**src/rtl/clac_seq.sv**
```systemverilog
// Registered calculator: single-cycle logic/add/sub/shift ops and a DW-step
// iterative shift-add multiply, with a one-cycle done pulse per completed op.
module clac_seq #(
    parameter int DW = 16
) (
    input  logic            hclk_i,
    input  logic            hreset_i,
    input  logic            ctrl_i,
    input  logic [2:0]      clac_mode_i,
    input  logic [DW-1:0]   opcode_a_i,
    input  logic [DW-1:0]   opcode_b_i,
    input  logic            clr_i,
    output logic [2*DW-1:0] result_o,
    output logic            done_o,
    output logic            busy_o,
    output logic            zero_o
);

    // state  | meaning
    // S_IDLE | waiting for an op; single-cycle ops complete here
    // S_MUL  | iterative multiply, one shift-add step per edge
    localparam int SW = $clog2(DW);
    localparam int RW = 2 * DW;

    localparam logic [2:0] MODE_AND = 3'b000;
    localparam logic [2:0] MODE_OR  = 3'b001;
    localparam logic [2:0] MODE_XOR = 3'b010;
    localparam logic [2:0] MODE_ADD = 3'b011;
    localparam logic [2:0] MODE_SUB = 3'b100;
    localparam logic [2:0] MODE_MUL = 3'b101;
    localparam logic [2:0] MODE_SHL = 3'b110;
    localparam logic [2:0] MODE_SHR = 3'b111;

    localparam logic [SW-1:0] CNT_LAST = SW'(DW - 1);

    typedef enum logic {
        S_IDLE = 1'b0,
        S_MUL  = 1'b1
    } state_t;

    state_t          state_q;
    logic [RW-1:0]   result_q;
    logic            done_q;
    logic            busy_q;
    logic            zero_q;
    logic [SW-1:0]   cnt_q;
    logic [RW-1:0]   mcand_q;
    logic [DW-1:0]   mplier_q;
    logic [RW-1:0]   acc_q;

    logic [RW-1:0]   a_ext;
    logic [RW-1:0]   b_ext;
    logic [SW-1:0]   shamt;
    logic [RW-1:0]   alu_d;
    logic [RW-1:0]   acc_d;
    logic            accept;

    assign a_ext  = {{DW{1'b0}}, opcode_a_i};
    assign b_ext  = {{DW{1'b0}}, opcode_b_i};
    assign shamt  = opcode_b_i[SW-1:0];
    assign accept = ctrl_i && !busy_q;

    always_comb begin
        alu_d = '0;
        unique case (clac_mode_i)
            MODE_AND: alu_d = a_ext & b_ext;
            MODE_OR:  alu_d = a_ext | b_ext;
            MODE_XOR: alu_d = a_ext ^ b_ext;
            MODE_ADD: alu_d = a_ext + b_ext;
            MODE_SUB: alu_d = a_ext - b_ext;
            MODE_SHL: alu_d = a_ext << shamt;
            MODE_SHR: alu_d = a_ext >> shamt;
            default:  alu_d = '0;
        endcase
    end

    // Multiplicand is pre-shifted each step, so the current multiplier LSB
    // always selects the correctly weighted partial product.
    assign acc_d = acc_q + (mplier_q[0] ? mcand_q : '0);

    always_ff @(posedge hclk_i) begin
        if (hreset_i) begin
            state_q  <= S_IDLE;
            result_q <= '0;
            done_q   <= 1'b0;
            busy_q   <= 1'b0;
            zero_q   <= 1'b1;
            cnt_q    <= '0;
            mcand_q  <= '0;
            mplier_q <= '0;
            acc_q    <= '0;
        end else if (clr_i) begin
            state_q  <= S_IDLE;
            result_q <= '0;
            done_q   <= 1'b0;
            busy_q   <= 1'b0;
            zero_q   <= 1'b1;
            cnt_q    <= '0;
        end else begin
            done_q <= 1'b0;
            unique case (state_q)
                S_IDLE: begin
                    if (accept) begin
                        if (clac_mode_i == MODE_MUL) begin
                            mcand_q  <= a_ext;
                            mplier_q <= opcode_b_i;
                            acc_q    <= '0;
                            cnt_q    <= '0;
                            busy_q   <= 1'b1;
                            state_q  <= S_MUL;
                        end else begin
                            result_q <= alu_d;
                            zero_q   <= (alu_d == '0);
                            done_q   <= 1'b1;
                        end
                    end
                end
                S_MUL: begin
                    acc_q    <= acc_d;
                    mcand_q  <= mcand_q << 1;
                    mplier_q <= mplier_q >> 1;
                    cnt_q    <= cnt_q + 1'b1;
                    if (cnt_q == CNT_LAST) begin
                        result_q <= acc_d;
                        zero_q   <= (acc_d == '0);
                        done_q   <= 1'b1;
                        busy_q   <= 1'b0;
                        cnt_q    <= '0;
                        state_q  <= S_IDLE;
                    end
                end
                default: begin
                    state_q <= S_IDLE;
                    busy_q  <= 1'b0;
                end
            endcase
        end
    end

    assign result_o = result_q;
    assign done_o   = done_q;
    assign busy_o   = busy_q;
    assign zero_o   = zero_q;

endmodule

```
**config.mk**
```make
export PLATFORM = sky130hd
export DESIGN_NAME = clac_seq
export DESIGN_NICKNAME = d
export VERILOG_FILES = /design/src/rtl/clac_seq.sv
export SDC_FILE = /design/constraint.sdc
export NUM_CORES = 1
export LEC_CHECK = 0
export CORE_UTILIZATION = 45
export CTS_BUF_LIST = sky130_fd_sc_hd__clkbuf_2 sky130_fd_sc_hd__clkbuf_4 sky130_fd_sc_hd__clkbuf_8
export CTS_CLUSTER_DIAMETER = 80
export CTS_CLUSTER_SIZE = 24
export DETAILED_ROUTE_END_ITERATION = 8
export SLEW_MARGIN = 5
export SYNTH_ARGS = -nofsm -noshare
export SYNTH_HDL_FRONTEND = slang
export SYNTH_SLANG_ARGS = --single-unit
```
**constraint.sdc**
```tcl
create_clock -name hclk_i -period 10.2 [get_ports hclk_i]
set_input_delay 2.55 -clock hclk_i [delete_from_list [all_inputs] [get_ports hclk_i]]
set_output_delay 2.55 -clock hclk_i [all_outputs]
set_load 0.005 [all_outputs]
```
==> impl_summary.txt <==
----------------------------------------------------
[Status]
  Result of the run ... complete, no violations

[Pwr]
  Switching share of power ... 0.369
  Relative contribution of sequential cells to total power ... 0.390
  Leakage power ... 4.73 nW
  Power Internal ... 0.778 mW
  Peak supply drop ... 0.0000722 V
  Areal power density over the cells ... roughly 100 nW/um^2
  Switching power ... about 0.46 mW
  Combinational cell fraction of total power ... 0.268
  Power share of the clock group ... 0.342
  Overall power consumption ... roughly 1.2 mW

[Critical path]
  WP data arrival ... 7240 ps
  Dominant delay contributor by cell family on the critical path ... compound AO/OA/AOI/OAI gates
  Max Fanout on Critical Path ... 21
  Crit start category ... input pin
  Slowest stage cell, crit path ... clkdlybuf4s50_1
  Cell chain of the critical path ... clkdlybuf4s50_1, inv_1, ha_1, and2_1, a221o_1, a2111o_1, a211o_1, a31oi_1, o32ai_1, a311o_1, nor4_1, and4b_1, a211o_1
  Largest stage delay, worst path ... between 900 and 1000 ps
  Kind of critical path ... input pin to register
  Type of destination of the critical path ... register
  Required arrival time at the worst endpoint ... 10600 ps
  Worst Path Buf+Inv ... 2
  Most frequent cell on the critical path ... a211o_1

[Clocking]
  Clock Sinks ... 120
  Clock latency at the later pin of the worst-skew pair ... 450 ps
  CTS H-Tree Depth ... 4
  Root Driver ... clkbuf_8
  Clock tree buffer depth ... 2
  Setup repair bufs after CTS ... 0
  TritonCTS clock tree ... yes
  Clock-pin slew on the worst setup and hold paths ... 90 ps
  Number of buffers created by CTS ... 17
  Number of gates resized after cts ... 0
  Cts hold-fix bufs ... 0

[Timing]
  Post-layout minimum cycle time ... 6840 ps
  Hold Fails Final Rpt ... 0
  Upper clock frequency limit ... roughly 150 MHz
  Slew at the pin closest to its max-slew limit ... between 1000 and 1500 ps
  Worst-case clock skew ... 18.2 ps
  Total Negative Setup Slacks ... 0 ps
  Crit share post-route ... 0.670
  Max-slew violations ... 0
  Number of failing setup endpoints in the final timing report ... 0
  Remaining max-slew budget at the tightest pin ... 0.254
  Unrepaired setup endpoints after global routing ... false
  Worst hold slack ... 454 ps

[Synthesis]
  Synth Net Count ... 1555
  Async SR Flop Fraction ... 0
  Netlist cell types ... 77
  Portion of the post-synthesis area used by sequential elements ... 0.216
  Mapped cell area ... 11100 sq um
  Post-synth EDFFs ... 0
  Mapped Avg Cell Area ... about 8 sq um
  Post-synthesis instance total ... 1428
  Number of synthesized register bits ... 120
  Yosys Warn Count ... 0
  Dominant register cell in the synthesized netlist ... dfxtp_1

[Placement]
  Dpl hpwl ... 29300 microns
  Area of placed instances ... 12000 sq um
  Buffers on Ports ... 73
  Gp weighted congestion ... 0.989

[Cells and area]
  Area Growth Syn to Fin ... 10.9%
  Final cell area excluding filler cells ... 12300 sq um
  Core utilization of the finished layout ... 0.507
  Fraction of final layout cells with drive strength greater than 1 ... 0.0692
  Ant diodes ... 0
  Net count, final ... 1559

[Detailed routing]
  Pre-antenna DRT Iters ... 5
  Number of vias after detailed routing ... 11100
  Routed wirelength normalized by instance count ... about 22 microns
  Vias per std cell ... 6.28
  Antenna-violating nets left ... 0
  Remaining routing DRC violations ... 0
  1st-iter DRT viols ... ~1000
  Routed wire length ... roughly 40000 microns

[Global routing]
  Pin count of the biggest net entering global routing ... 72
  GR Util All Layers ... 0.304
  Global-route wire length before repair ... 60600 microns
  Antenna violations before repair ... 0
  Sum of overflow across all layers after global routing ... 0
  Via count of the first global-routing pass ... 10300

[Floorplanning]
  Ports ... 74
  Number of rows created at floorplan ... 57
  Die footprint ... 25400 sq um
  Height of the die ... 159 microns
  Floorplan die width ... 159 microns
  Core region area ... about 24000 sq um
  Effective utilization at floorplan ... 0.458

[Worst hold path]
  Tightest Hold Check Type ... register to register

[Job]
  Max-cap violations ... 0

----------------------------------------------------
-- metal layers --
metal | vias to the layer above | track usage | routed length, microns
met1 | 5323 | 0.430 | 18200
met2 | 436 | 0.475 | 17300
met4 | 0 | 0.109 | 1160
li1 | 5284 | - | -
met5 | - | 0 | 0
met3 | 75 | 0.0375 | 2310
-- power by group through the flow --
stage	combinational (mW)	sequential [mW]	clock [mW]
2_1_floorplan	0.213	0.490	0
3_3_place_gp	0.321	0.492	0
3_5_place_dp	0.321	0.492	0
4_1_cts	0.323	0.481	0.427
5_1_grt	0.353	0.482	0.446
6_report	0.330	0.481	0.422
-- final timing paths --
path                      start            to  slack (ps)  cells after the start
setup / recovery  opcode_b_i[3]        zero_o        3360                     13
setup reg to reg    mplier_q[0]        zero_o        5640                     13
hold reg to reg    result_o[14]  result_o[14]         450                      2
hold / removal     result_o[14]  result_o[14]         450                      2
-- flip-flops by register name, summed over array words and instances, names as in the netlist --
| name | cells |
|---|---|
| mplier_q | 16 |
| busy_o | 1 |
| mcand_q | 32 |
| cnt_q | 4 |
| acc_q | 32 |
| result_o | 32 |
| done_o | 1 |
| zero_o | 1 |
| state_q | 1 |
-- through the flow --
step / cells / worst slack, ps
after floorplan: 1428 / 4090
after global placement: 1737 / 3200
after detailed placement: 1737 / 3050
after CTS: 1769 / 3500
after global routing: 1769 / 3200
final: 1769 / 3360
-- tightest hold or removal path: stages, from the launching register on --
cell and delay (ps):
dfxtp_1 320, nand2_1 50, a21oi_1 50
-- cell usage in the layout, fill, tap and decap left out, types with 8 or more instances in the layout --
cell type and instances:
clkbuf_8 17, dfxtp_1 119, nand4_1 15, clkdlybuf4s50_1 71, mux2i_1 82, buf_4 12, a211o_1 10, a21oi_1 106
a211oi_1 44, xor2_1 8, or3_1 10, mux2_2 17, a21o_1 16, a221o_1 10, nor3_1 26, and2_1 40
o21a_1 17, inv_1 62, or2_2 11, xnor2_1 29, nand3_1 38, o211ai_1 28, o221ai_1 9, mux4_2 10
ha_1 85, o22ai_1 21, nor2_1 134, nand2_1 120, and3_1 9, nor4_1 11, o21ai_0 59, o21bai_1 8
nand2b_1 16, a22o_1 28, a221oi_1 13, nor2b_1 10
-- area by class of cell --
cell class,instances,area [sq um]
clock inverters,15,134
fillers,2442,12000
inverters,64,240
repair buffers,85,811
flip-flops and latches,120,2410
well taps,324,405
multi-input cells,1144,8110
clock buffers,17,234
-- cells in the mapped netlist, drive strengths merged (15+ instances only) --
library cell,n,area [sq um]
a211oi,44,330
a21o,16,120
a21oi,106,531
a22o,28,245
and2,40,250
buf,24,124
clkbuf,76,285
dfxtp,120,2400
ha,85,1060
inv,64,240
mux2,19,214
mux2i,83,843
nand2,120,450
nand2b,16,100
nand3,38,190
nand4,15,93.8
nor2,137,514
nor3,26,130
o211ai,28,210
o21a,17,128
o21ai,59,295
o22ai,21,131
xnor2,29,254
-- kinds of logic after synthesis --
logic type	Yosys count	synth area share
compound gates	435	0.269
xor+xnor	37	0.0291
mux	115	0.122
buf+inv	164	0.0583
flops	120	0.216
fa+ha+maj	88	0.101
simple gates	469	0.205
(Power assumes the default switching activity.)
